===== src/rtl/layer_mem_responder.sv =====
`default_nettype none
// ============================================================================
// Module   : layer_mem_responder
// Purpose  : Avalon-MM slave modelling one word-addressed 16-bit memory window.
//            It adds a programmable number of wait states before each command
//            is accepted and returns read data after a fixed latency.
// Ports    : clk, reset          - rising-edge clock, synchronous active-high reset
//            chipselect, address, byteenable, read_n, write_n, writedata
//                                - Avalon-MM command side (byte address)
//            waitrequest         - low only in the single accept cycle
//            readdatavalid, readdata - one-cycle read response
//            proto_err, addr_err - sticky error flags, cleared by reset only
//            toHexLed            - {rd_count, wr_count} completed accesses
// Revision : 1.0 - initial release
// ============================================================================
module layer_mem_responder #(
    parameter logic [31:0] BASE_ADDR    = 32'd400_000,
    parameter int          DEPTH        = 256,
    parameter int          WAIT_STATES  = 1,
    parameter int          READ_LATENCY = 2,
    parameter logic [15:0] ERR_DATA     = 16'hDEAD
) (
    input  logic        clk,
    input  logic        reset,
    input  logic        chipselect,
    input  logic [31:0] address,
    input  logic [1:0]  byteenable,
    input  logic        read_n,
    input  logic        write_n,
    input  logic [15:0] writedata,
    output logic        waitrequest,
    output logic        readdatavalid,
    output logic [15:0] readdata,
    output logic        proto_err,
    output logic        addr_err,
    output logic [31:0] toHexLed
);

    localparam int          c_IDX_W  = (DEPTH > 1) ? $clog2(DEPTH) : 1;
    localparam logic [32:0] c_SPAN   = 33'(2 * DEPTH);

    localparam logic [2:0]  c_ST_IDLE   = 3'd0;
    localparam logic [2:0]  c_ST_STALL  = 3'd1;
    localparam logic [2:0]  c_ST_ACCEPT = 3'd2;
    localparam logic [2:0]  c_ST_RDWAIT = 3'd3;
    localparam logic [2:0]  c_ST_RESP   = 3'd4;

    logic [2:0]         r_state;
    logic [2:0]         w_next;
    logic [3:0]         r_cnt;
    logic [15:0]        r_mem [DEPTH];
    logic [15:0]        r_rd_buf;
    logic [15:0]        r_rd_count;
    logic [15:0]        r_wr_count;

    logic               w_cmd;
    logic               w_both;
    logic               w_acc;
    logic               w_accept_wr;
    logic               w_accept_rd;
    logic               w_stall_drop;
    logic [32:0]        w_off;
    logic               w_addr_ok;
    logic [c_IDX_W-1:0] w_idx;
    logic [15:0]        w_rd_word;

    assign w_cmd  = chipselect & (~read_n | ~write_n);
    assign w_both = chipselect & ~read_n & ~write_n;

    // 33-bit offset: addresses below the base wrap into bit 32 and therefore
    // fail the span compare, so no separate lower-bound check is needed.
    assign w_off     = {1'b0, address} - {1'b0, BASE_ADDR};
    assign w_addr_ok = ~address[0] && (w_off < c_SPAN);
    assign w_idx     = w_off[c_IDX_W:1];
    assign w_rd_word = w_addr_ok ? r_mem[w_idx] : ERR_DATA;

    assign w_acc       = (r_state == c_ST_ACCEPT) & w_cmd;
    assign w_accept_wr = w_acc & ~w_both & ~write_n;
    assign w_accept_rd = w_acc & ~w_both & ~read_n;

    assign waitrequest   = (r_state != c_ST_ACCEPT);
    assign readdatavalid = (r_state == c_ST_RESP);
    assign toHexLed      = {r_rd_count, r_wr_count};

    always_comb begin
        w_next       = r_state;
        w_stall_drop = 1'b0;
        case (r_state)
            c_ST_IDLE: begin
                if (w_cmd) begin
                    w_next = (WAIT_STATES == 0) ? c_ST_ACCEPT : c_ST_STALL;
                end
            end
            c_ST_STALL: begin
                // A master that withdraws its command while stalled is a
                // protocol violation; the drop takes priority over the count.
                if (!w_cmd) begin
                    w_next       = c_ST_IDLE;
                    w_stall_drop = 1'b1;
                end else if (r_cnt == 4'(WAIT_STATES - 1)) begin
                    w_next = c_ST_ACCEPT;
                end
            end
            c_ST_ACCEPT: begin
                if (w_accept_rd) begin
                    w_next = (READ_LATENCY > 1) ? c_ST_RDWAIT : c_ST_RESP;
                end else begin
                    w_next = c_ST_IDLE;
                end
            end
            c_ST_RDWAIT: begin
                if (r_cnt == 4'(READ_LATENCY - 2)) begin
                    w_next = c_ST_RESP;
                end
            end
            c_ST_RESP: begin
                w_next = c_ST_IDLE;
            end
            default: begin
                w_next = c_ST_IDLE;
            end
        endcase
    end

    always_ff @(posedge clk) begin
        if (reset) begin
            r_state    <= c_ST_IDLE;
            r_cnt      <= 4'd0;
            r_rd_buf   <= 16'h0000;
            readdata   <= 16'h0000;
            proto_err  <= 1'b0;
            addr_err   <= 1'b0;
            r_rd_count <= 16'h0000;
            r_wr_count <= 16'h0000;
        end else begin
            r_state <= w_next;
            // Cycle counter restarts on every state change.
            r_cnt   <= (w_next != r_state) ? 4'd0 : r_cnt + 4'd1;

            if (w_stall_drop || (w_acc && w_both)) begin
                proto_err <= 1'b1;
            end
            if ((w_accept_wr || w_accept_rd) && !w_addr_ok) begin
                addr_err <= 1'b1;
            end
            if (w_accept_wr) begin
                r_wr_count <= r_wr_count + 16'd1;
            end
            if (r_state == c_ST_RESP) begin
                r_rd_count <= r_rd_count + 16'd1;
            end
            if (w_accept_rd) begin
                r_rd_buf <= w_rd_word;
            end
            // readdata carries the word only during the RESP cycle.
            if (w_next == c_ST_RESP) begin
                readdata <= (r_state == c_ST_ACCEPT) ? w_rd_word : r_rd_buf;
            end else begin
                readdata <= 16'h0000;
            end
        end
    end

    // Memory contents are intentionally not reset.
    always_ff @(posedge clk) begin
        if (!reset && w_accept_wr && w_addr_ok) begin
            if (byteenable[0]) begin
                r_mem[w_idx][7:0] <= writedata[7:0];
            end
            if (byteenable[1]) begin
                r_mem[w_idx][15:8] <= writedata[15:8];
            end
        end
    end

endmodule
`default_nettype wire


===== config.mk =====
export PLATFORM = sky130hd
export DESIGN_NAME = layer_mem_responder
export DESIGN_NICKNAME = d
export VERILOG_FILES = /design/src/rtl/layer_mem_responder.sv
export SDC_FILE = /design/constraint.sdc
export NUM_CORES = 2
export LEC_CHECK = 0
export BUFFER_PORTS_ARGS = -buffer_cell sky130_fd_sc_hd__buf_4
export CAP_MARGIN = 10
export CORE_MARGIN = 2
export CORE_UTILIZATION = 45
export CTS_CLUSTER_DIAMETER = 120
export DETAILED_ROUTE_END_ITERATION = 7
export PLACE_DENSITY = 0.69
export SETUP_SLACK_MARGIN = 0.4
export SKIP_LAST_GASP = 1
export SLEW_MARGIN = 25
export SYNTH_ARGS = -nofsm -noshare
export SYNTH_HDL_FRONTEND = slang
export SYNTH_SLANG_ARGS = --single-unit

===== constraint.sdc =====
create_clock -name clk -period 4.7 [get_ports clk]
set_input_delay 0.47 -clock clk [delete_from_list [all_inputs] [get_ports clk]]
set_output_delay 0.47 -clock clk [all_outputs]
set_load 0.1 [all_outputs]

==> flow_summary.yaml <==
status:
  status: "finished, final reports clean"
drt:
  via_count: 84400
  routed_wl_um: 454000
  vias_per_cell: 6.32
  drcViolationCount: 0
  drt-initial-drc-count: 13800
  routedWlPerCell_um: 34.0
  drt_pass1_iterations: 6
  ant_nets: 0
hold_path:
  hold_class: "input port to register"
  hold_path_depth: 2
  whs_endpoint: "r_rd_count[15]$_SDFFE_PP0P_"
  min-delay-start: "reset"
critical_path:
  cp_data_required_time_ns: 5.24
  critPathArrivalTime_ns: 4.34
  slowest_delay_ns: 0.75
  critPathLaunchType: "register"
  path_cells: "nor3b_4 > nand2_1 > nor3b_2 > nor2b_4 > buf_12 > nand4_2 > nor2_1"
  crit_fanout: 32
  path_buf_inv: 1
  reg2regPathDepth: 7
  rrSetupSlack_ns: 0.90
  r2r-start: "r_state[1]$_SDFF_PP0_"
  critPathKind: "register to register"
  rr_endpoint: "r_mem[163][2]$_DFFE_PP_"
  cp_top_family: "simple AND/OR/NAND/NOR gates"
  worstSetupEndpointType: "register"
  cpMaxStageDelayCell: "nor2_1"
  crit_cells: 7
floorplanning:
  die_w_um: 603
  dieHeight_um: 603
  start_util: 0.451
  rows: 220
  die_area_mm2: 0.364
  core_area_mm2: 0.358
  num_io_pins: 107
yosys:
  ys.flop_type: "edfxtp_1"
  yosysSeqAreaShare: 0.770
  syn_avg_cell_area_um2: 21.6
  synth_top_family_by_area: "multiplexers"
  yosys.area_share.simple: 0.0276
  synth.area.mux_share: 0.165
  synth_edf_count: 4096
  synth_adder_area_share: 0.000619
  ys_ff_latch: 4169
  async_flop_share: 0
  syn_inst: 7503
  syn_area_mm2: 0.162
  synth_nets: 7566
  synth-xor-area-share: 0.00146
  synth_cell_types: 75
  yosys_warnings: 0
  synth-compound-area-share: 0.0205
placed_design:
  dp.cells: 12600
  hpwl_um: 279000
  place_area_mm2: 0.173
  gp_congestion: 0.896
  place_ws_ns: 0.264
  portBuffers: 106
clock_tree:
  cts-root-buf: "clkbuf_16"
  insertion_delay_ns: 0.94
  post-cts-setup-buffer-count: 0
  cts_buffers: 390
  clock-sinks: 4169
  clock_path_buffers: 4
  cts_tree: "built"
  clkTransAtPathRegs_ns: 0.06
  htree_levels: 5
finish:
  syn_to_final_growth_pct: 14.8
  final_common_cell: "edfxtp_1"
  final_area_mm2: 0.186
  finalNonFillerCells: 13400
  final_nets: 8307
  fillers: 27100
  drive_above_1_share: 0.294
  layout_common_cells: "4096 x edfxtp_1, 1069 x mux4_2, 715 x buf_4, 621 x nor2_1, 397 x clkbuf_16"
  utilization: 0.518
global_route:
  antenna_found_initial: 32
  grt.overflow.total: 0
  grt_pass1_wl_um: 637000
  grt_pass1_vias: 82900
  grt_usage: 0.246
  grt_max_degree: 133
pwr:
  leakagePower_nw: 58.7
  cellPowerDensity_mw_per_mm2: 414
  internal_power_mw: 60.3
  power_frac_comb: 0.053
  clkPwrFrac: 0.415
  seq_power_share: 0.531
  total_power_mw: 76.8
  p_sw_mw: 16.5
  switching_share: 0.214
  ir_drop_mv: 0.369
timing:
  holdWs_ns: 0.0846
  tightest_slew_ns: 1.11
  rsz0062_at_grt: "no"
  slew_viol_final: 0
  final.setup_skew_ns: 0.0543
  fin_setup_tns_ns: 0
  finalHoldViolCount: 0
  setup_viol: 0
  fin_crit_sh: 0.808
  max-slew-margin-rel: 0.240
  timing.fmax_mhz: 263
  min_period_ns: 3.80
  worst_slack_ns: 0.902
run:
  max_cap_viol_count: 0
flip-flops by register name, summed over array words and instances (netlist names):
signal      count
addr_err        1
r_cnt           4
r_rd_count     16
r_mem        4096
proto_err       1
readdata       16
r_rd_buf       16
r_wr_count     16
r_state         3
area by class of cell:
cell class              count  area [um2]  share of cell area
well taps                4773        5970              0.0322
inverters                  17        71.3            0.000384
clock inverters           234        2510              0.0135
multi-input cells        2853       35100               0.189
diodes                     24        60.1            0.000324
flip-flops and latches   4169      124000               0.671
clock buffers             470       10200              0.0552
repair buffers            813        7190              0.0387
synthesized netlist by cell type (8+ instances only):
cell type  number  area (um2)
nand4_1        36         225
a21oi_1        70         350
o22ai_1        58         363
nor2_1        625        2350
ha_1            8         100
a221oi_1       38         333
nand3_1        44         220
dfxtp_1        73        1460
or3_1          16         100
mux4_2       1069       24100
a211oi_1       49         368
mux2i_1       258        2580
clkbuf_1      136         510
nor2b_1        13        81.3
buf_4          89         668
inv_1          15        56.3
a2111oi_0      12         105
o211ai_1        9        67.6
a22oi_1        93         698
a31oi_1         8        50.1
xnor2_1         9        78.8
buf_1          42         158
nand2_1       154         578
and3_1         10        62.6
xor2_1         18         158
nand4_2        15         188
nor3_1         23         115
o2111ai_1       8        70.1
buf_2         191         956
edfxtp_1     4096      123000
and2_1         19         119
o21ai_0        75         375
metal layers:
layer / vias to the layer above / GRT usage / part of all wire
met3: 962 / 0.0701 / 0.13
met4: 26 / 0.0932 / 0.041
met1: 44200 / 0.335 / 0.37
li1: 32900 / - / -
met2: 6378 / 0.379 / 0.46
met5: - / 0.00132 / 0.00049
cell families after synthesis:
logic type	count (synthesis)
adders and majority gates	8
xor gates and xnor gates	27
buffers and inverters	481
muxes	1333
DFF	4169
AOI/OAI and AO/OA	479
and+or+nand+nor	1006
power groups by stage:
stage | clock, mW | combinational, mW | sequential [mW]
3_3_place_gp | 0 | 3.97 | 41.6
5_1_grt | 33.5 | 4.20 | 40.8
3_5_place_dp | 0 | 4.03 | 41.6
6_report | 31.9 | 4.11 | 40.8
2_1_floorplan | 0 | 1.90 | 41.6
4_1_cts | 32.1 | 4.04 | 40.8
what timing repair did:
action | CTS | global route
hold endpoints to repair | 6 | 0
endpoints found under the setup margin | 0 | 0
gates resized for setup | 0 | 0
hold buffers | 4 | 0
worst max-delay path by stage:
stage / startpoint / slack (ns) / endpoint
final: r_state[1]$_SDFF_PP0_ / 0.90 / r_mem[163][2]$_DFFE_PP_
after global routing: r_state[1]$_SDFF_PP0_ / 0.71 / r_mem[167][3]$_DFFE_PP_
after CTS: r_state[1]$_SDFF_PP0_ / 0.95 / r_mem[167][3]$_DFFE_PP_
after detailed placement: address[7] / 0.26 / r_mem[167][6]$_DFFE_PP_
after global placement: address[7] / 0.34 / r_mem[153][6]$_DFFE_PP_
after floorplan: address[7] / 0.89 / r_mem[118][0]$_DFFE_PP_
Power figures use the tool's default switching activity.
